<file path="src/rtl/lcd_ctrl.sv">
// HD44780 character-LCD controller, 4-bit bus, self-initialising, byte handshake.
// Define LCD_CURSOR_TRACK_EN to auto-wrap to the other line after column 16.
module lcd_ctrl #(
    parameter int T_PWRON = 750000,
    parameter int T_AS    = 4,
    parameter int T_EPW   = 12,
    parameter int T_NIB   = 50,
    parameter int T_CMD   = 2000,
    parameter int T_LONG  = 82000
) (
    input  logic       clk,
    input  logic       rst,
    input  logic       in_valid,
    output logic       in_ready,
    input  logic       in_rs,
    input  logic [7:0] in_data,
    output logic       init_done,
    output logic [3:0] dataout,
    output logic [2:0] control
);
    localparam int M1 = (T_PWRON > T_LONG) ? T_PWRON : T_LONG;
    localparam int M2 = (T_CMD > T_NIB) ? T_CMD : T_NIB;
    localparam int M3 = (T_AS > T_EPW) ? T_AS : T_EPW;
    localparam int M4 = (M2 > M3) ? M2 : M3;
    localparam int MX = (M1 > M4) ? M1 : M4;
    localparam int W  = (MX > 1) ? $clog2(MX) : 1;

    localparam logic [W-1:0] L_PWRON = W'(T_PWRON - 1);
    localparam logic [W-1:0] L_AS    = W'(T_AS - 1);
    localparam logic [W-1:0] L_EPW   = W'(T_EPW - 1);
    localparam logic [W-1:0] L_NIB   = W'(T_NIB - 1);
    localparam logic [W-1:0] L_CMD   = W'(T_CMD - 1);
    localparam logic [W-1:0] L_LONG  = W'(T_LONG - 1);

    typedef enum logic [3:0] {
        S_PWR_WAIT, S_INIT, S_IDLE,
        S_SETUP_H, S_E_H, S_GAP_H,
        S_SETUP_L, S_E_L, S_GAP_L,
        S_EXEC
    } state_t;

    state_t         r_state;
    state_t         w_state_nxt;
    logic [W-1:0]   r_cnt;
    logic [W-1:0]   w_load;
    logic [2:0]     r_step;
    logic           r_init_done;
    logic [7:0]     r_data;
    logic           r_rs;
    logic           r_long;
    logic [7:0]     w_init_byte;
    logic           w_init_long;
    logic           w_done;
    logic           w_accept;
    logic           w_exec_done;
    logic           w_is_clr;
    logic           w_e;
    logic           w_rs_o;
    logic           w_wrap;
    logic           w_pend;
    logic [7:0]     w_pbyte;
    logic [7:0]     w_wrap_cmd;

    assign w_done      = (r_cnt == '0);
    assign in_ready    = (r_state == S_IDLE) & r_init_done;
    assign init_done   = r_init_done;
    assign w_accept    = in_valid & in_ready;
    assign w_exec_done = (r_state == S_EXEC) & w_done;
    assign w_is_clr    = ~in_rs & (in_data[7:2] == 6'd0) & (in_data[1:0] != 2'd0);

    // Steps 0-3 are lone 8-bit-mode nibbles, 4-7 are full bytes.
    always_comb begin
        w_init_byte = 8'h00;
        w_init_long = 1'b0;
        case (r_step)
            3'd0: begin w_init_byte = 8'h03; w_init_long = 1'b1; end
            3'd1: w_init_byte = 8'h03;
            3'd2: w_init_byte = 8'h03;
            3'd3: w_init_byte = 8'h02;
            3'd4: w_init_byte = 8'h28;
            3'd5: w_init_byte = 8'h0C;
            3'd6: w_init_byte = 8'h06;
            default: begin w_init_byte = 8'h01; w_init_long = 1'b1; end
        endcase
    end

    always_comb begin
        w_state_nxt = r_state;
        case (r_state)
            S_PWR_WAIT: if (w_done) w_state_nxt = S_INIT;
            S_INIT:     w_state_nxt = r_step[2] ? S_SETUP_H : S_SETUP_L;
            S_IDLE:     if (w_accept) w_state_nxt = S_SETUP_H;
            S_SETUP_H:  if (w_done) w_state_nxt = S_E_H;
            S_E_H:      if (w_done) w_state_nxt = S_GAP_H;
            S_GAP_H:    if (w_done) w_state_nxt = S_SETUP_L;
            S_SETUP_L:  if (w_done) w_state_nxt = S_E_L;
            S_E_L:      if (w_done) w_state_nxt = S_GAP_L;
            S_GAP_L:    if (w_done) w_state_nxt = S_EXEC;
            S_EXEC: begin
                if (w_done) begin
                    if (!r_init_done)
                        w_state_nxt = (r_step == 3'd7) ? S_IDLE : S_INIT;
                    else if (w_pend)
                        w_state_nxt = S_SETUP_H;
                    else
                        w_state_nxt = S_IDLE;
                end
            end
            default:    w_state_nxt = S_PWR_WAIT;
        endcase
    end

    always_comb begin
        w_load = '0;
        case (w_state_nxt)
            S_PWR_WAIT:           w_load = L_PWRON;
            S_SETUP_H, S_SETUP_L: w_load = L_AS;
            S_E_H, S_E_L:         w_load = L_EPW;
            S_GAP_H, S_GAP_L:     w_load = L_NIB;
            S_EXEC:               w_load = r_long ? L_LONG : L_CMD;
            default:              w_load = '0;
        endcase
    end

    always_ff @(posedge clk) begin
        if (rst) begin
            r_state <= S_PWR_WAIT;
            r_cnt   <= L_PWRON;
        end else begin
            r_state <= w_state_nxt;
            if (w_state_nxt != r_state)
                r_cnt <= w_load;
            else if (!w_done)
                r_cnt <= r_cnt - 1'b1;
        end
    end

    always_ff @(posedge clk) begin
        if (rst) begin
            r_data      <= 8'h00;
            r_rs        <= 1'b0;
            r_long      <= 1'b0;
            r_step      <= 3'd0;
            r_init_done <= 1'b0;
        end else begin
            if (r_state == S_INIT) begin
                r_data <= w_init_byte;
                r_rs   <= 1'b0;
                r_long <= w_init_long;
            end else if (w_accept) begin
                r_data <= w_wrap ? w_wrap_cmd : in_data;
                r_rs   <= in_rs & ~w_wrap;
                r_long <= w_is_clr;
            end else if (w_exec_done & w_pend) begin
                r_data <= w_pbyte;
                r_rs   <= 1'b1;
                r_long <= 1'b0;
            end
            if (w_exec_done & ~r_init_done) begin
                r_step <= r_step + 3'd1;
                if (r_step == 3'd7)
                    r_init_done <= 1'b1;
            end
        end
    end

`ifdef LCD_CURSOR_TRACK_EN
    logic [4:0] r_col;
    logic       r_line;
    logic       r_pend;
    logic [7:0] r_pbyte;

    assign w_wrap     = in_rs & (r_col == 5'd16);
    assign w_wrap_cmd = r_line ? 8'h80 : 8'hC0;
    assign w_pend     = r_pend;
    assign w_pbyte    = r_pbyte;

    // A wrapping data byte is parked while the line-move command goes out.
    always_ff @(posedge clk) begin
        if (rst) begin
            r_col   <= 5'd0;
            r_line  <= 1'b0;
            r_pend  <= 1'b0;
            r_pbyte <= 8'h00;
        end else if (w_accept) begin
            r_pend  <= w_wrap;
            r_pbyte <= in_data;
            if (w_wrap) begin
                r_col  <= 5'd1;
                r_line <= ~r_line;
            end else if (in_rs) begin
                r_col <= r_col + 5'd1;
            end else if (w_is_clr) begin
                r_col  <= 5'd0;
                r_line <= 1'b0;
            end else if (in_data[7]) begin
                r_line <= in_data[6];
                r_col  <= {1'b0, in_data[3:0]};
            end
        end else if (w_exec_done) begin
            r_pend <= 1'b0;
        end
    end
`else
    assign w_wrap     = 1'b0;
    assign w_wrap_cmd = 8'h00;
    assign w_pend     = 1'b0;
    assign w_pbyte    = 8'h00;
`endif

    always_comb begin
        dataout = 4'h0;
        w_e     = 1'b0;
        w_rs_o  = 1'b0;
        case (r_state)
            S_SETUP_H, S_GAP_H: begin
                dataout = r_data[7:4];
                w_rs_o  = r_rs;
            end
            S_E_H: begin
                dataout = r_data[7:4];
                w_rs_o  = r_rs;
                w_e     = 1'b1;
            end
            S_SETUP_L, S_GAP_L: begin
                dataout = r_data[3:0];
                w_rs_o  = r_rs;
            end
            S_E_L: begin
                dataout = r_data[3:0];
                w_rs_o  = r_rs;
                w_e     = 1'b1;
            end
            default: ;
        endcase
    end

    assign control = {w_e, w_rs_o, 1'b0};

endmodule
</file>
<file path="config.mk">
export PLATFORM = sky130hd
export DESIGN_NAME = lcd_ctrl
export DESIGN_NICKNAME = d
export VERILOG_FILES = /design/src/rtl/lcd_ctrl.sv
export SDC_FILE = /design/constraint.sdc
export NUM_CORES = 1
export LEC_CHECK = 0
export ABC_AREA = 1
export BUFFER_PORTS_ARGS = -buffer_cell sky130_fd_sc_hd__buf_2
export CAP_MARGIN = 20
export CORE_MARGIN = 3
export CORE_UTILIZATION = 54
export DETAILED_ROUTE_END_ITERATION = 7
export PLACE_DENSITY = 0.81
export SYNTH_ARGS = -nofsm -noshare
export SYNTH_HDL_FRONTEND = slang
export SYNTH_SLANG_ARGS = --single-unit
</file>
<file path="constraint.sdc">
create_clock -name clk -period 2 [get_ports clk]
set_input_delay 0.4 -clock clk [delete_from_list [all_inputs] [get_ports clk]]
set_output_delay 0.4 -clock clk [all_outputs]
set_load 0.02 [all_outputs]
</file>
==> reports/metrics.cfg <==
[run_status]
status = finished with violations
failed_checks = setup timing

[cts]
htree_levels = 2
cts_max_path_buffers = 2
hold_buffers = 0
root_buffer = clkbuf_8
clock_sinks = 38
numCtsBuffers = 5
worstSkewPairLatency_ns = 0.30
path_clk_slew_ns = 0.08
cts_tree = done

[die]
dieHeight_um = 76.01
num_rows = 24
core_area_um2 = 4534
io_pins = 21
die-area_um2 = 5777
start_util = 0.5836
die_w_um = 76.01

[critical_path]
cp-endpoint = r_cnt[1]$_SDFFE_PP1P_
r2r_cells = 15
crit_chain = nor2_2 -> nand2_2 -> nor2_8 -> nand3_4 -> nand2_2 -> nand2_1 -> a21oi_2 -> buf_4 -> nand3_1 -> nand2_1 -> nand2_1 -> nand2_2 -> nand3_2 -> nand2_1 -> nand3_1
critPathLaunch = r_cnt[4]$_SDFFE_PP0P_
cp-start-kind = register
cp-end-kind = register
r2r-start = r_cnt[4]$_SDFFE_PP0P_
r2r-end = r_cnt[1]$_SDFFE_PP1P_
worstSetupPathType = register to register
critPathMostFrequentCell = nand2_1
critPathRequiredTime_ns = 2.16
cp_slowest_cell = dfxtp_1
crit_family = simple AND/OR/NAND/NOR gates
critPathBufInv = 1
cp.depth = 15
cpPeakStageDelay_ns = 0.34
reg2reg_slack_ns = -0.41
critPathMaxFanout = 5
worstPathArrival_ns = 2.57

[timing]
clock_skew_ns = 0.01180
worst_pin_slew_ns = 0.7534
relSlewSlack = 0.4972
period_share = 1.204
rsz0062_at_grt = yes
finalSetupViolations = 24
hold_viol = 0
finalWorstPathRequiredPeriod_ns = 2.409
max_freq_ghz = 0.4152
slew_viol_final = 0
setup_ws_ns = -0.4088

[logic_synthesis]
avgSynthCellArea_um2 = 6.649
ys_warn_count = 0
synth_top_area_cell = dfxtp_1
seq_area_frac_synth = 0.2875
synth_area_um2 = 2646
ys_types = 37
synth_area_leaders = dfxtp_1 (29%), nand2_1 (15%), inv_1 (7.1%)
synth_top_area_share = 0.2875
synth_nets = 416
ys_ff_latch = 38
synth_cells = 398

[cells_and_area]
layout.nets = 513
areaGrowthSynthToFinish_pct = 45.39
layout_commonest_cell = nand2_1
fillCellCount = 238
diodes = 0
most-common-layout-cells = nand2_1 (79), buf_4 (76), inv_1 (40)
drive_above_1_share = 0.4536
fin_area_um2 = 3847

[routing]
post_drt_wl_per_cell_um = 18.89
num_vias = 3435
totalWireLength_um = 10600
drc_errors = 0
vias_per_cell = 6.123
ant_nets = 0
drtIter0Drc = 539
drtPass1Iterations = 8

[pwr]
pwr-share-comb = 0.064
pwr-share-seq = 0.534
power_density_nw_per_um2 = 371.2
power_frac_clock = 0.402
p_switching_uw = 354.9
internal_power_uw = 1073
p_sw_frac = 0.2485
p_leak_uw = 0.001902
ir_worst_vdd_mv = 0.4235

[global_routing]
grt_pass1_vias = 3092
grt_pass1_wl_um = 14110
antenna_found_initial = 0
groute.usage.overall = 0.2989
grt-ovfl-total = 0
grt_max_degree = 22

[placement]
dp_worst_setup_slack_ns = -0.2475
io_buffers = 19
place_congestion = 0.9281
dp_hpwl_um = 5450
place_area_um2 = 3266

[job]
cap_violations = 0

[min_path]
hold_class = primary input to register

## cell type report
| type | count | area (um^2) | share of cell area |
|---|---|---|---|
| Tap cell | 65 | 81.33 | 0.02114 |
| Multi-Input combinational cell | 293 | 1894 | 0.4924 |
| Clock inverter | 2 | 12.51 | 0.003252 |
| Timing Repair Buffer | 101 | 773.2 | 0.2010 |
| Clock buffer | 6 | 82.58 | 0.02146 |
| Sequential cell | 38 | 780.7 | 0.2029 |
| Inverter | 56 | 222.7 | 0.05789 |
## worst register-to-register path, delay by kind of cell, from the launching register on
family / cells / cell delay, ns
DFF: 1 / 0.34
and+or+nand+nor: 13 / 1.53
AOI/OAI and AO/OA: 1 / 0.22
buffers and inverters: 1 / 0.16
## metal layers
metal | vias up | GRT usage | share of wire | wire, um
li1 | 1456 | - | - | -
met1 | 1552 | 0.3538 | 0.35 | 3687
met2 | 316 | 0.5133 | 0.45 | 4783
met3 | 111 | 0.06147 | 0.12 | 1273
met4 | 0 | 0.1486 | 0.080 | 852
met5 | - | 0 | 0 | 0
## worst min-delay path by stage
| stage | slack (ns) | depth (start not counted) | endpoint | start |
|---|---|---|---|---|
| final | 0.38 | 3 | r_data[6]$_SDFFE_PP0P_ | in_data[6] |
| after global routing | 0.40 | 3 | r_data[6]$_SDFFE_PP0P_ | in_data[6] |
| after CTS | 0.35 | 3 | r_data[6]$_SDFFE_PP0P_ | in_data[6] |
| after detailed placement | 0.44 | 2 | r_data[7]$_SDFFE_PP0P_ | r_data[7]$_SDFFE_PP0P_ |
| after global placement | 0.44 | 2 | r_data[4]$_SDFFE_PP0P_ | r_data[4]$_SDFFE_PP0P_ |
| after floorplan | 0.43 | 2 | r_data[4]$_SDFFE_PP0P_ | r_data[4]$_SDFFE_PP0P_ |
## power groups by stage
| stage | sequential [uW] | clock, uW | combinational, uW |
|---|---|---|---|
| final | 762 | 575 | 91.4 |
| after detailed placement | 783 | 0 | 74.0 |
| after CTS | 762 | 577 | 78.3 |
| after global placement | 782 | 0 | 73.4 |
| after floorplan | 782 | 0 | 43.4 |
| after global routing | 762 | 608 | 99.7 |
## cells in the mapped netlist (all sizes together)
cell / count
nand2: 114
inv: 56
nor2: 50
dfxtp: 38
o21ai: 32
nand3: 22
a21oi: 19
nor3: 13
buf: 8
xnor2: 7
xor2: 7
ha: 6
a31oi: 4
clkbuf: 4
nand4: 4
nor4: 3
o22ai: 3
a211oi: 2
o31ai: 2
a221oi: 1
and2: 1
conb: 1
or2: 1
## cells by family (layout without fill, tap and decap cells)
logic type | Yosys count | in the layout | share of synthesized area
xor+xnor | 14 | 14 | 0.04634
other cells | 1 | 1 | 0.001417
fa+ha+maj | 6 | 6 | 0.02837
simple gates | 208 | 209 | 0.3939
flops | 38 | 38 | 0.2875
compound gates | 63 | 63 | 0.1291
buf+inv | 68 | 165 | 0.1135
## state kept, by name, summed over array words and instances (netlist names)
signal / count
init_done: 1
r_cnt: 20
r_data: 8
r_long: 1
r_rs: 1
r_state: 4
r_step: 3
## stage by stage
step	total power [uW]	hold WS, ns	std cells	TNS (ns)	util
after floorplan	825.6	0.4291	398	-0.3602	-
after global placement	855.8	0.4421	534	-1.638	0.7202
after detailed placement	856.7	0.4446	534	-3.121	0.7202
after CTS	1417	0.3498	557	-1.040	0.8041
after global routing	1470	0.3984	561	-8.625	0.8485
final	1428	0.3799	561	-6.396	0.8485
## repair_timing
action | CTS | global route
resized for setup | 58 | 57
cloned | 1 | 0
pin swaps | 15 | 23
setup endpoints to repair | 24 | 29
hold endpoints to repair | 0 | 0
buffers inserted | 16 | 4
(Power assumes the default switching activity.)
